### src/rtl/alu_sequencer_pkg.sv
// Shared widths, ALU function codes, status bit indices and sequencer op codes
// for the 6502 ALU sequencer, plus the per-op step program.
package alu_sequencer_pkg;

    localparam int unsigned REG_WIDTH = 8;
    localparam int unsigned OPP_WIDTH = 4;

    // ALU function codes; ALU_NOP matches no ALU operation.
    localparam logic [OPP_WIDTH-1:0] ALU_SUM = 4'd0;
    localparam logic [OPP_WIDTH-1:0] ALU_AND = 4'd1;
    localparam logic [OPP_WIDTH-1:0] ALU_OR  = 4'd2;
    localparam logic [OPP_WIDTH-1:0] ALU_XOR = 4'd3;
    localparam logic [OPP_WIDTH-1:0] ALU_SR  = 4'd4;
    localparam logic [OPP_WIDTH-1:0] ALU_NOP = 4'hF;

    // Processor status bit indices.
    localparam int unsigned CARRY      = 0;
    localparam int unsigned ZERO       = 1;
    localparam int unsigned INT_DIS    = 2;
    localparam int unsigned DEC        = 3;
    localparam int unsigned BREAK      = 4;
    localparam int unsigned V_OVERFLOW = 6;
    localparam int unsigned NEG        = 7;

    typedef enum logic [3:0] {
        SEQ_ADC = 4'd0,
        SEQ_SBC = 4'd1,
        SEQ_AND = 4'd2,
        SEQ_ORA = 4'd3,
        SEQ_EOR = 4'd4,
        SEQ_ASL = 4'd5,
        SEQ_LSR = 4'd6,
        SEQ_ROL = 4'd7,
        SEQ_ROR = 4'd8,
        SEQ_CMP = 4'd9,
        SEQ_INC = 4'd10,
        SEQ_DEC = 4'd11
    } seq_op_e;

    typedef enum logic [1:0] {
        ST_IDLE = 2'd0,
        ST_SEP  = 2'd1,
        ST_EXEC = 2'd2,
        ST_FIN  = 2'd3
    } seq_state_e;

    typedef struct packed {
        logic [OPP_WIDTH-1:0] func;
        logic [REG_WIDTH-1:0] a;
        logic [REG_WIDTH-1:0] b;
        logic                 cin;
    } alu_req_t;

    function automatic logic op_legal(input logic [3:0] op);
        return op <= 4'(SEQ_DEC);
    endfunction

    // ALU request for a given op/step; t is the ROR step-1 result.
    function automatic alu_req_t step_program(
        input logic [3:0]           op,
        input logic                 step,
        input logic [REG_WIDTH-1:0] a,
        input logic [REG_WIDTH-1:0] m,
        input logic [REG_WIDTH-1:0] t,
        input logic                 c
    );
        alu_req_t req;
        req = '{ALU_NOP, '0, '0, 1'b0};
        case (op)
            SEQ_ADC: req = '{ALU_SUM, a, m, c};
            SEQ_SBC: req = '{ALU_SUM, a, ~m, c};
            SEQ_AND: req = '{ALU_AND, a, m, 1'b0};
            SEQ_ORA: req = '{ALU_OR, a, m, 1'b0};
            SEQ_EOR: req = '{ALU_XOR, a, m, 1'b0};
            SEQ_ASL: req = '{ALU_SUM, m, m, 1'b0};
            SEQ_LSR: req = '{ALU_SR, m, '0, 1'b0};
            SEQ_ROL: req = '{ALU_SUM, m, m, c};
            SEQ_ROR: req = step ? '{ALU_OR, t, REG_WIDTH'(c) << (REG_WIDTH - 1), 1'b0}
                                : '{ALU_SR, m, '0, 1'b0};
            SEQ_CMP: req = '{ALU_SUM, a, ~m, 1'b1};
            SEQ_INC: req = '{ALU_SUM, m, '0, 1'b1};
            SEQ_DEC: req = '{ALU_SUM, m, '1, 1'b0};
            default: req = '{ALU_NOP, '0, '0, 1'b0};
        endcase
        return req;
    endfunction

endpackage

### src/rtl/alu_sequencer_flags.sv
// Combinational status composition: N/Z from the final result, C and V
// depending on the op, all other status bits passed through.
module alu_seq_flags
    import alu_sequencer_pkg::*;
#(
    parameter int unsigned W = REG_WIDTH
) (
    input  logic [3:0]   op,
    input  logic         a_msb,
    input  logic         b_msb,
    input  logic [W-1:0] r,
    input  logic         carry,
    input  logic [W-1:0] p_in,
    output logic [W-1:0] p_out_c
);

    always_comb begin
        p_out_c        = p_in;
        p_out_c[NEG]   = r[W-1];
        p_out_c[ZERO]  = (r == '0);
        case (op)
            SEQ_ADC, SEQ_SBC, SEQ_ASL, SEQ_LSR,
            SEQ_ROL, SEQ_ROR, SEQ_CMP: p_out_c[CARRY] = carry;
            default: ;
        endcase
        // Signed overflow from the operands actually presented to the ALU.
        if (op == SEQ_ADC || op == SEQ_SBC) begin
            p_out_c[V_OVERFLOW] = (a_msb == b_msb) && (r[W-1] != a_msb);
        end
    end

endmodule

### src/rtl/alu_sequencer.sv
// Initiator side of the 6502 ALU interface: issues one or two ALU steps per
// instruction with a NOP separator before each, then presents the writeback.
module alu_sequencer
    import alu_sequencer_pkg::*;
#(
    parameter int unsigned TIMEOUT = 8,
    parameter int unsigned W       = REG_WIDTH
) (
    input  logic                 phi1,
    input  logic                 reset,
    input  logic                 start,
    input  logic [3:0]           op,
    input  logic [W-1:0]         acc_in,
    input  logic [W-1:0]         mem_in,
    input  logic [W-1:0]         p_in,
    output logic [W-1:0]         alu_a,
    output logic [W-1:0]         alu_b,
    output logic [OPP_WIDTH-1:0] alu_func,
    output logic                 alu_carry,
    input  logic [W-1:0]         alu_dout,
    input  logic [W-1:0]         alu_status,
    input  logic                 alu_wout,
    output logic                 busy,
    output logic                 done,
    output logic [W-1:0]         result,
    output logic                 result_we,
    output logic [W-1:0]         p_out,
    output logic                 err
);

    localparam int unsigned CNT_W = $clog2(TIMEOUT + 1);

    seq_state_e state_q, state_n;

    logic [3:0]       op_q, op_n;
    logic [W-1:0]     acc_q, acc_n;
    logic [W-1:0]     mem_q, mem_n;
    logic [W-1:0]     pl_q, pl_n;
    logic [W-1:0]     t_q, t_n;
    logic             c1_q, c1_n;
    logic             step_q, step_n;
    logic [CNT_W-1:0] cnt_q, cnt_n;

    logic [W-1:0]         alu_a_n, alu_b_n, result_n, p_out_n;
    logic [OPP_WIDTH-1:0] alu_func_n;
    logic                 alu_carry_n, busy_n, done_n, result_we_n, err_n;

    alu_req_t     req_c;
    logic         flag_carry_c;
    logic [W-1:0] flags_p_c;
    logic         unused_status_c;

    // Only the carry bit of the ALU status is consumed.
    assign unused_status_c = ^(alu_status & ~(W'(1) << CARRY));

    // ROR reports the carry shifted out in its first step.
    assign flag_carry_c = (op_q == SEQ_ROR) ? c1_q : alu_status[CARRY];

    alu_seq_flags #(.W(W)) u_flags (
        .op      (op_q),
        .a_msb   (alu_a[W-1]),
        .b_msb   (alu_b[W-1]),
        .r       (alu_dout),
        .carry   (flag_carry_c),
        .p_in    (pl_q),
        .p_out_c (flags_p_c)
    );

    always_ff @(posedge phi1 or posedge reset) begin
        if (reset) begin
            state_q   <= ST_IDLE;
            op_q      <= '0;
            acc_q     <= '0;
            mem_q     <= '0;
            pl_q      <= '0;
            t_q       <= '0;
            c1_q      <= 1'b0;
            step_q    <= 1'b0;
            cnt_q     <= '0;
            alu_a     <= '0;
            alu_b     <= '0;
            alu_func  <= ALU_NOP;
            alu_carry <= 1'b0;
            busy      <= 1'b0;
            done      <= 1'b0;
            result    <= '0;
            result_we <= 1'b0;
            p_out     <= '0;
            err       <= 1'b0;
        end else begin
            state_q   <= state_n;
            op_q      <= op_n;
            acc_q     <= acc_n;
            mem_q     <= mem_n;
            pl_q      <= pl_n;
            t_q       <= t_n;
            c1_q      <= c1_n;
            step_q    <= step_n;
            cnt_q     <= cnt_n;
            alu_a     <= alu_a_n;
            alu_b     <= alu_b_n;
            alu_func  <= alu_func_n;
            alu_carry <= alu_carry_n;
            busy      <= busy_n;
            done      <= done_n;
            result    <= result_n;
            result_we <= result_we_n;
            p_out     <= p_out_n;
            err       <= err_n;
        end
    end

    always_comb begin
        state_n     = state_q;
        op_n        = op_q;
        acc_n       = acc_q;
        mem_n       = mem_q;
        pl_n        = pl_q;
        t_n         = t_q;
        c1_n        = c1_q;
        step_n      = step_q;
        cnt_n       = '0;
        result_n    = result;
        p_out_n     = p_out;
        result_we_n = 1'b0;
        err_n       = 1'b0;

        unique case (state_q)
            ST_IDLE: begin
                if (start) begin
                    op_n   = op;
                    acc_n  = acc_in;
                    mem_n  = mem_in;
                    pl_n   = p_in;
                    step_n = 1'b0;
                    if (op_legal(op)) begin
                        state_n = ST_SEP;
                    end else begin
                        state_n  = ST_FIN;
                        err_n    = 1'b1;
                        result_n = '0;
                        p_out_n  = p_in;
                    end
                end
            end
            ST_SEP: state_n = ST_EXEC;
            ST_EXEC: begin
                if (alu_wout) begin
                    if (op_q == SEQ_ROR && !step_q) begin
                        state_n = ST_SEP;
                        step_n  = 1'b1;
                        t_n     = alu_dout;
                        c1_n    = alu_status[CARRY];
                    end else begin
                        state_n     = ST_FIN;
                        result_n    = alu_dout;
                        p_out_n     = flags_p_c;
                        result_we_n = (op_q != SEQ_CMP);
                    end
                end else if (cnt_q == CNT_W'(TIMEOUT - 1)) begin
                    state_n  = ST_FIN;
                    err_n    = 1'b1;
                    result_n = '0;
                    p_out_n  = pl_q;
                end else begin
                    cnt_n = cnt_q + CNT_W'(1);
                end
            end
            ST_FIN: state_n = ST_IDLE;
            default: state_n = ST_IDLE;
        endcase

        // ALU drive follows the state being entered; operands hold between steps.
        req_c = step_program(op_q, step_n, acc_q, mem_q, t_q, pl_q[CARRY]);
        if (state_n == ST_EXEC) begin
            alu_func_n  = req_c.func;
            alu_a_n     = req_c.a;
            alu_b_n     = req_c.b;
            alu_carry_n = req_c.cin;
        end else begin
            alu_func_n  = ALU_NOP;
            alu_a_n     = alu_a;
            alu_b_n     = alu_b;
            alu_carry_n = alu_carry;
        end

        done_n = (state_n == ST_FIN);
        busy_n = (state_n != ST_IDLE);
    end

endmodule

### config.mk
export PLATFORM = sky130hd
export DESIGN_NAME = alu_sequencer
export DESIGN_NICKNAME = d
export VERILOG_FILES = /design/src/rtl/alu_sequencer_pkg.sv /design/src/rtl/alu_sequencer_flags.sv /design/src/rtl/alu_sequencer.sv
export SDC_FILE = /design/constraint.sdc
export NUM_CORES = 1
export LEC_CHECK = 0
export BUFFER_PORTS_ARGS = -buffer_cell sky130_fd_sc_hd__buf_2
export CAP_MARGIN = 20
export CORE_ASPECT_RATIO = 0.6
export CORE_MARGIN = 10
export CORE_UTILIZATION = 54
export DETAILED_ROUTE_END_ITERATION = 6
export HOLD_SLACK_MARGIN = 0.06
export PLACE_DENSITY = 0.8
export SLEW_MARGIN = 25
export SYNTH_ARGS = -nofsm -noshare
export SYNTH_HDL_FRONTEND = slang
export SYNTH_HIERARCHICAL = 1
export SYNTH_SLANG_ARGS = --single-unit
### constraint.sdc
create_clock -name phi1 -period 2.96 [get_ports phi1]
set_clock_uncertainty 0.15 [all_clocks]
set_input_delay 0.296 -clock phi1 [delete_from_list [all_inputs] [get_ports phi1]]
set_output_delay 0.296 -clock phi1 [all_outputs]
set_load 0.03 [all_outputs]
== After elaboration in Yosys (flattened, before gate mapping) ==
Cells that the tools add are included.
Widths: inputs -> output; s select.

* Bits in registers: 85
* Output and inout bits: 41

* $add $sub $neg: 1
* Order comparisons: 1
* Eq/ne operators: 24
* Mux-type cells: 39
* Bitwise gates (word level): 1
* Reductions and logical operators: 13

{| class="wikitable"
|+ Operator list
! kind !! count
|-
| $pmux 21 s12 || 1
|-
| $mux 8 || 10
|-
| $pmux 8 s2 || 2
|-
| $eq 4x3->1 const B || 5
|-
| $mux 20 || 1
|-
| $eq 4x4->1 const B || 4
|-
| $mux 4 || 4
|-
| $mux 1 || 13
|-
| $mux 2 || 5
|-
| $eq 2x2->1 const B || 4
|-
| $eq 4x2->1 const B || 2
|-
| $logic_not 8->1 || 1
|-
| $not 8->8 || 1
|-
| $pmux 2 s4 || 1
|-
| $reduce_or 7->1 || 1
|-
| $ne 3x3->1 const B || 2
|-
| $reduce_and 5->1 || 1
|-
| $add 4x1->4 const B || 1
|-
| $eq 4x1->1 const B || 1
|-
| $le 4x4->1 const B || 1
|-
| $logic_not 4->1 || 1
|-
| $ne 2x2->1 const B || 2
|-
| $ne 4x4->1 const B || 1
|-
| $pmux 1 s2 || 2
|-
| other kinds (10) || 12
|}

== Depth between registers and ports, before layout ==
* Depth after elaboration: 8
* Gate-level depth with buffers: 10
* Gate-level depth less buffers: 9

== By module ==
The synthesis kept the hierarchy.

{| class="wikitable"
|+ By module, submodules not included
! module !! times used !! cells an instance !! area an instance (um^2)
|-
| alu_sequencer || 1 || 383 || 3,972.6
|-
| alu_seq_flags || 1 || 21 || 136.4
|}

== Least setup slack after synthesis ==
Ideal clock, no wire load.

* Kind: reg-to-reg
* Start point: reg op_q[1]
* End point: reg p_out[0]
* Setup time: 0.127 ns
* Data arrival time: 2.085 ns
* Path slack: 0.598 ns
* Cell stages (with the launch flop): 11
* Period minus slack after synthesis: 2.362 ns
* Path through: dfrtp_1 -> or4b_1 -> clkbuf_2 -> mux2_2 -> nand2b_1 -> o22ai_1 -> a211oi_1 -> mux2i_1 -> nor2_1 -> a21oi_1 -> o21ai_0

* Word-level cells in the longest chain between the ends: 6

{| class="wikitable"
|+ RTL lines
! item !! RTL line !! text
|-
| start: declaration || alu_sequencer.sv:35 || <nowiki>logic [3:0] op_q, op_n;</nowiki>
|-
| start signal: assignment || alu_sequencer.sv:92 || <nowiki>op_q <= op_n;</nowiki>
|-
| $eq 4x4->1 || alu_sequencer.sv:57 || <nowiki>assign flag_carry_c = (op_q == SEQ_ROR) ? c1_q : alu_status[CARRY];</nowiki>
|-
| $mux 1 || alu_sequencer.sv:57 ||
|-
| net flag_carry_c || alu_sequencer.sv:49 || <nowiki>logic flag_carry_c;</nowiki>
|-
| $mux 1 || alu_sequencer_flags.sv:21 || <nowiki>case (op)</nowiki>
|-
| net flags_p_c[0] || alu_sequencer.sv:50 || <nowiki>logic [W-1:0] flags_p_c;</nowiki>
|-
| $mux 8 || alu_sequencer.sv:149 || <nowiki>if (op_q == SEQ_ROR && !step_q) begin</nowiki>
|-
| $mux 8 || alu_sequencer.sv:148 || <nowiki>if (alu_wout) begin</nowiki>
|-
| $pmux 8 s2 || alu_sequencer.sv:128 || <nowiki>unique case (state_q)</nowiki>
|-
| end signal: assignment || alu_sequencer.sv:108 || <nowiki>p_out <= p_out_n;</nowiki>
|-
| end: declaration || alu_sequencer.sv:27 || <nowiki>output logic [W-1:0] p_out,</nowiki>
|}

The timed path passes the listed nets, and every way through them passes these cells. The select of a mux whose other input is x is not followed.
A chain may end at the register's enable or synchronous reset.

== Final worst setup path ==
* Start point: reg state_q[1]
* End point: reg alu_func[1]

* Word-level cells in the longest chain between the ends: 5

{| class="wikitable"
|+ RTL lines
! item !! RTL line !! text
|-
| start: declaration || alu_sequencer.sv:33 || <nowiki>seq_state_e state_q, state_n;</nowiki>
|-
| start signal: assignment || alu_sequencer.sv:91 || <nowiki>state_q <= state_n;</nowiki>
|-
| $eq 2x2->1 (tied with other cells) || alu_sequencer.sv:128 ||
|-
| $pmux 1 s2 / $mux 2 (equally long branches) || alu_sequencer.sv:128, alu_sequencer.sv:148 ||
|-
| $mux 20 / $pmux 2 s4 (equally long branches) || alu_sequencer_pkg.sv:78, alu_sequencer.sv:128 ||
|-
| $pmux 21 s12 / $eq 2x2->1 (equally long branches) || alu_sequencer_pkg.sv:69, alu_sequencer.sv:175 ||
|-
| $mux 4 (*) || alu_sequencer.sv:175 || <nowiki>if (state_n == ST_EXEC) begin</nowiki>
|-
| net alu_func_n[1] || alu_sequencer.sv:45 || <nowiki>logic [OPP_WIDTH-1:0] alu_func_n;</nowiki>
|-
| end signal: assignment || alu_sequencer.sv:102 || <nowiki>alu_func <= alu_func_n;</nowiki>
|-
| end: declaration || alu_sequencer.sv:18 || <nowiki>output logic [OPP_WIDTH-1:0] alu_func,</nowiki>
|}

The timed path passes the listed nets; every way through them passes the cells marked *.

==> flow_summary.yaml <==
run_status:
  status: "finished clean"
die:
  rows: 24
  start_util: 0.5608
  core_area_um2: 7327
  ios: 89
  die_area_um2: 11610
  die_h_um: 87.57
  die_w_um: 132.6
worst_setup_path:
  crit_chain: "or3b_2 -> o22ai_1 -> o21ai_0 -> a31oi_1 -> nand2_1"
  cp.required_ps: 3080
  cp-start-kind: "register"
  cp_max_fo: 12
  endpoint_kind: "register"
  crit_type: "register to register"
  cpMaxStageDelayCell: "dfrtp_1"
  crit_path_max_incr_delay_ps: 580
  crit_arrival_ps: 2720
  cp_top_family: "compound AO/OA/AOI/OAI gates"
  path_buf_inv: 0
pwr:
  p_sw_mw: 2.690
  clock_power_share: 0.179
  p_int_mw: 3.307
  swShare: 0.4485
  combPwrFrac: 0.469
  ir_worst_vdd_mv: 0.6106
  p_leak_nw: 2.324
  sequentialPowerShare: 0.352
  power-per-cell-area_nw_per_um2: 1160
clock_tree:
  postCtsSetupBuffers: 0
  cts_root_buffer: "clkbuf_16"
  htreeDepth: 3
  cts.clk_slew.worst_paths_ps: 60
  numCtsBuffers: 9
  cts_tree: "built"
  clock-sinks: 85
  clockBufferDepth: 2
  insertion_delay_ps: 350
synth:
  synth_warnings: 6
  ys_seq_area_frac: 0.5189
  synth-seq-cells: 85
  syn_area_per_cell_um2: 10.17
  async_reset_ff_frac: 1.000
  synth_most_common_cell: "dfrtp_1"
  synth_top_cell_by_area: "dfrtp_1"
  syn_inst: 404
  syn_area_um2: 4109
  synth-main-ff-cell: "dfrtp_1"
  synth_nets: 453
  synth_top_area_frac: 0.4933
  synth_cell_types: 45
  synth-edff-count: 0
  synth_common_cells: "81 x dfrtp_1, 53 x o21ai_0, 47 x nand2_1"
  synth_area_leaders: "dfrtp_1 49%, mux2_2 9.6%, o21ai_0 6.5%"
cells_and_area:
  area_delta_synth_final_pct: 25.79
  antenna_cells: 0
  layout-drive-gt1-share: 0.3027
  n_fill_cell: 538
  final_nets: 556
timing:
  rsz0062_at_grt: "no"
  tightest_slew_ps: 857.7
  clock.fmax_ghz: 0.3855
  timing.setup.tns_ps: 0
  slew_headroom: 0.4282
  setup_viol: 0
  finalCriticalPeriod_ps: 2594
  slew_violations: 0
  setup_slack_ps: 366.1
  finalHoldViolCount: 0
  final.period_utilization: 0.8763
drt:
  drt_iter0_drc: 445
  drt-total-wl_um: 11180
  wl_per_cell_um: 18.15
  drcViolationCount: 0
  via_per_inst: 5.761
  vias: 3549
  drt_first_pass_iters: 5
  ant_nets: 0
global_route:
  grt_pass1_vias: 3522
  grt_usage: 0.1962
  antenna_found_initial: 0
  grt_pass1_wl_um: 18260
  grt_max_degree: 50
  overflow: 0
placed_design:
  gp_congestion: 0.8617
  dp_slack_ps: 467.7
  portBuffers: 81
  hpwl_um: 7575
job:
  cap_violations: 0
min_path:
  hold_class: "input pin to register"
-- sequential cells by signal (all words and copies together), names as in the netlist, 2 cells and up --
register / count
p_out: 8
mem_q: 8
op_q: 4
cnt_q: 4
alu_func: 4
state_q: 2
t_q: 8
acc_q: 8
result: 8
alu_b: 8
alu_a: 8
pl_q: 8
-- final timing paths --
path                                      startpoint                    end  slack (ps)  depth (start not counted)
worst max register to register  state_q[1]$_DFF_PP0_  alu_func[1]$_DFF_PP1_         370                          5
worst min register to register  p_out[1]$_DFFE_PP0P_   p_out[1]$_DFFE_PP0P_         330                          2
worst min-delay path                           op[3]    op_q[3]$_DFFE_PP0P_          80                          3
worst max-delay path            state_q[1]$_DFF_PP0_  alu_func[1]$_DFF_PP1_         370                          5
min in group asynchronous                      reset  result[6]$_DFFE_PP0P_         490                          3
max in group asynchronous                      reset   alu_b[2]$_DFFE_PP0N_        1380                          4
-- power groups by stage --
| stage | registers, mW | logic [mW] | clock network (mW) |
|---|---|---|---|
| after detailed placement | 2.11 | 2.76 | 0 |
| after global placement | 2.08 | 2.65 | 0 |
| after global routing | 2.17 | 3.10 | 1.14 |
| after CTS | 2.09 | 2.80 | 1.08 |
| final | 2.11 | 2.81 | 1.07 |
| after floorplan | 2.49 | 1.63 | 0 |
-- metrics by stage --
| stage | hold slack, ps | std cells | power, mW | util | area, µm² |
|---|---|---|---|---|---|
| finish | 76.22 | 616 | 5.996 | 0.7054 | 5169 |
| global route | 73.22 | 616 | 6.417 | 0.7054 | 5169 |
| CTS | 65.52 | 616 | 5.976 | 0.7054 | 5169 |
| detailed placement | 315.1 | 569 | 4.865 | 0.6245 | 4576 |
| global placement | 305.6 | 569 | 4.729 | 0.6245 | 4576 |
| floorplan | 262.8 | 404 | 4.119 | - | 4109 |
-- final cells by class --
cell class	count	area, µm²	share of cell area
repair buffers	124	805.8	0.1559
flip-flops and latches	85	2132	0.4125
inverters	9	35.03	0.006778
well taps	104	130.1	0.02518
multi-input cells	278	1783	0.3450
clock inverters	7	57.56	0.01114
clock buffers	9	225.2	0.04357
-- cell usage in the layout, fill, tap and decap left out, types with 4 or more instances in the layout --
master         instances
o2bb2ai_1              8
o211ai_1              10
nor2_1                20
mux2_2                35
buf_4                 12
inv_1                  8
o21ai_0               53
a221oi_1               8
dlygate4sd3_1         31
a21oi_1               24
nand2b_1               6
nand2_1               47
a31oi_1                4
dfrtp_1               81
clkbuf_16              9
nand3_1               14
mux2i_1                8
nor3_1                 6
o22ai_1                4
dfstp_2                4
buf_2                 81
-- routing by layer --
layer / vias up / global-route usage / part of all wire
li1: 1647 / - / -
met1: 1738 / 0.2491 / 0.44
met2: 149 / 0.3136 / 0.46
met3: 15 / 0.06629 / 0.082
met4: 0 / 0.06262 / 0.013
met5: - / 0 / 0
-- what timing repair did --
action / 4_1_cts / 5_1_grt
hold buffers: 31 / 0
hold endpoints to repair: 75 / 0
resized for setup: 0 / 0
-- logic make-up after synthesis --
logic type | share of synthesized area
compound gates | 0.1857
xor+xnor | 0.004264
simple gates | 0.1239
mux | 0.1154
flops | 0.5189
fa+ha+maj | 0.003045
buf+inv | 0.04872
-- worst register-to-register path, stage by stage, from the launching register on --
cell,delay [ps]
dfrtp_1,580
or3b_2,570
o22ai_1,540
o21ai_0,380
a31oi_1,230
nand2_1,70
Power figures use the tool's default switching activity.
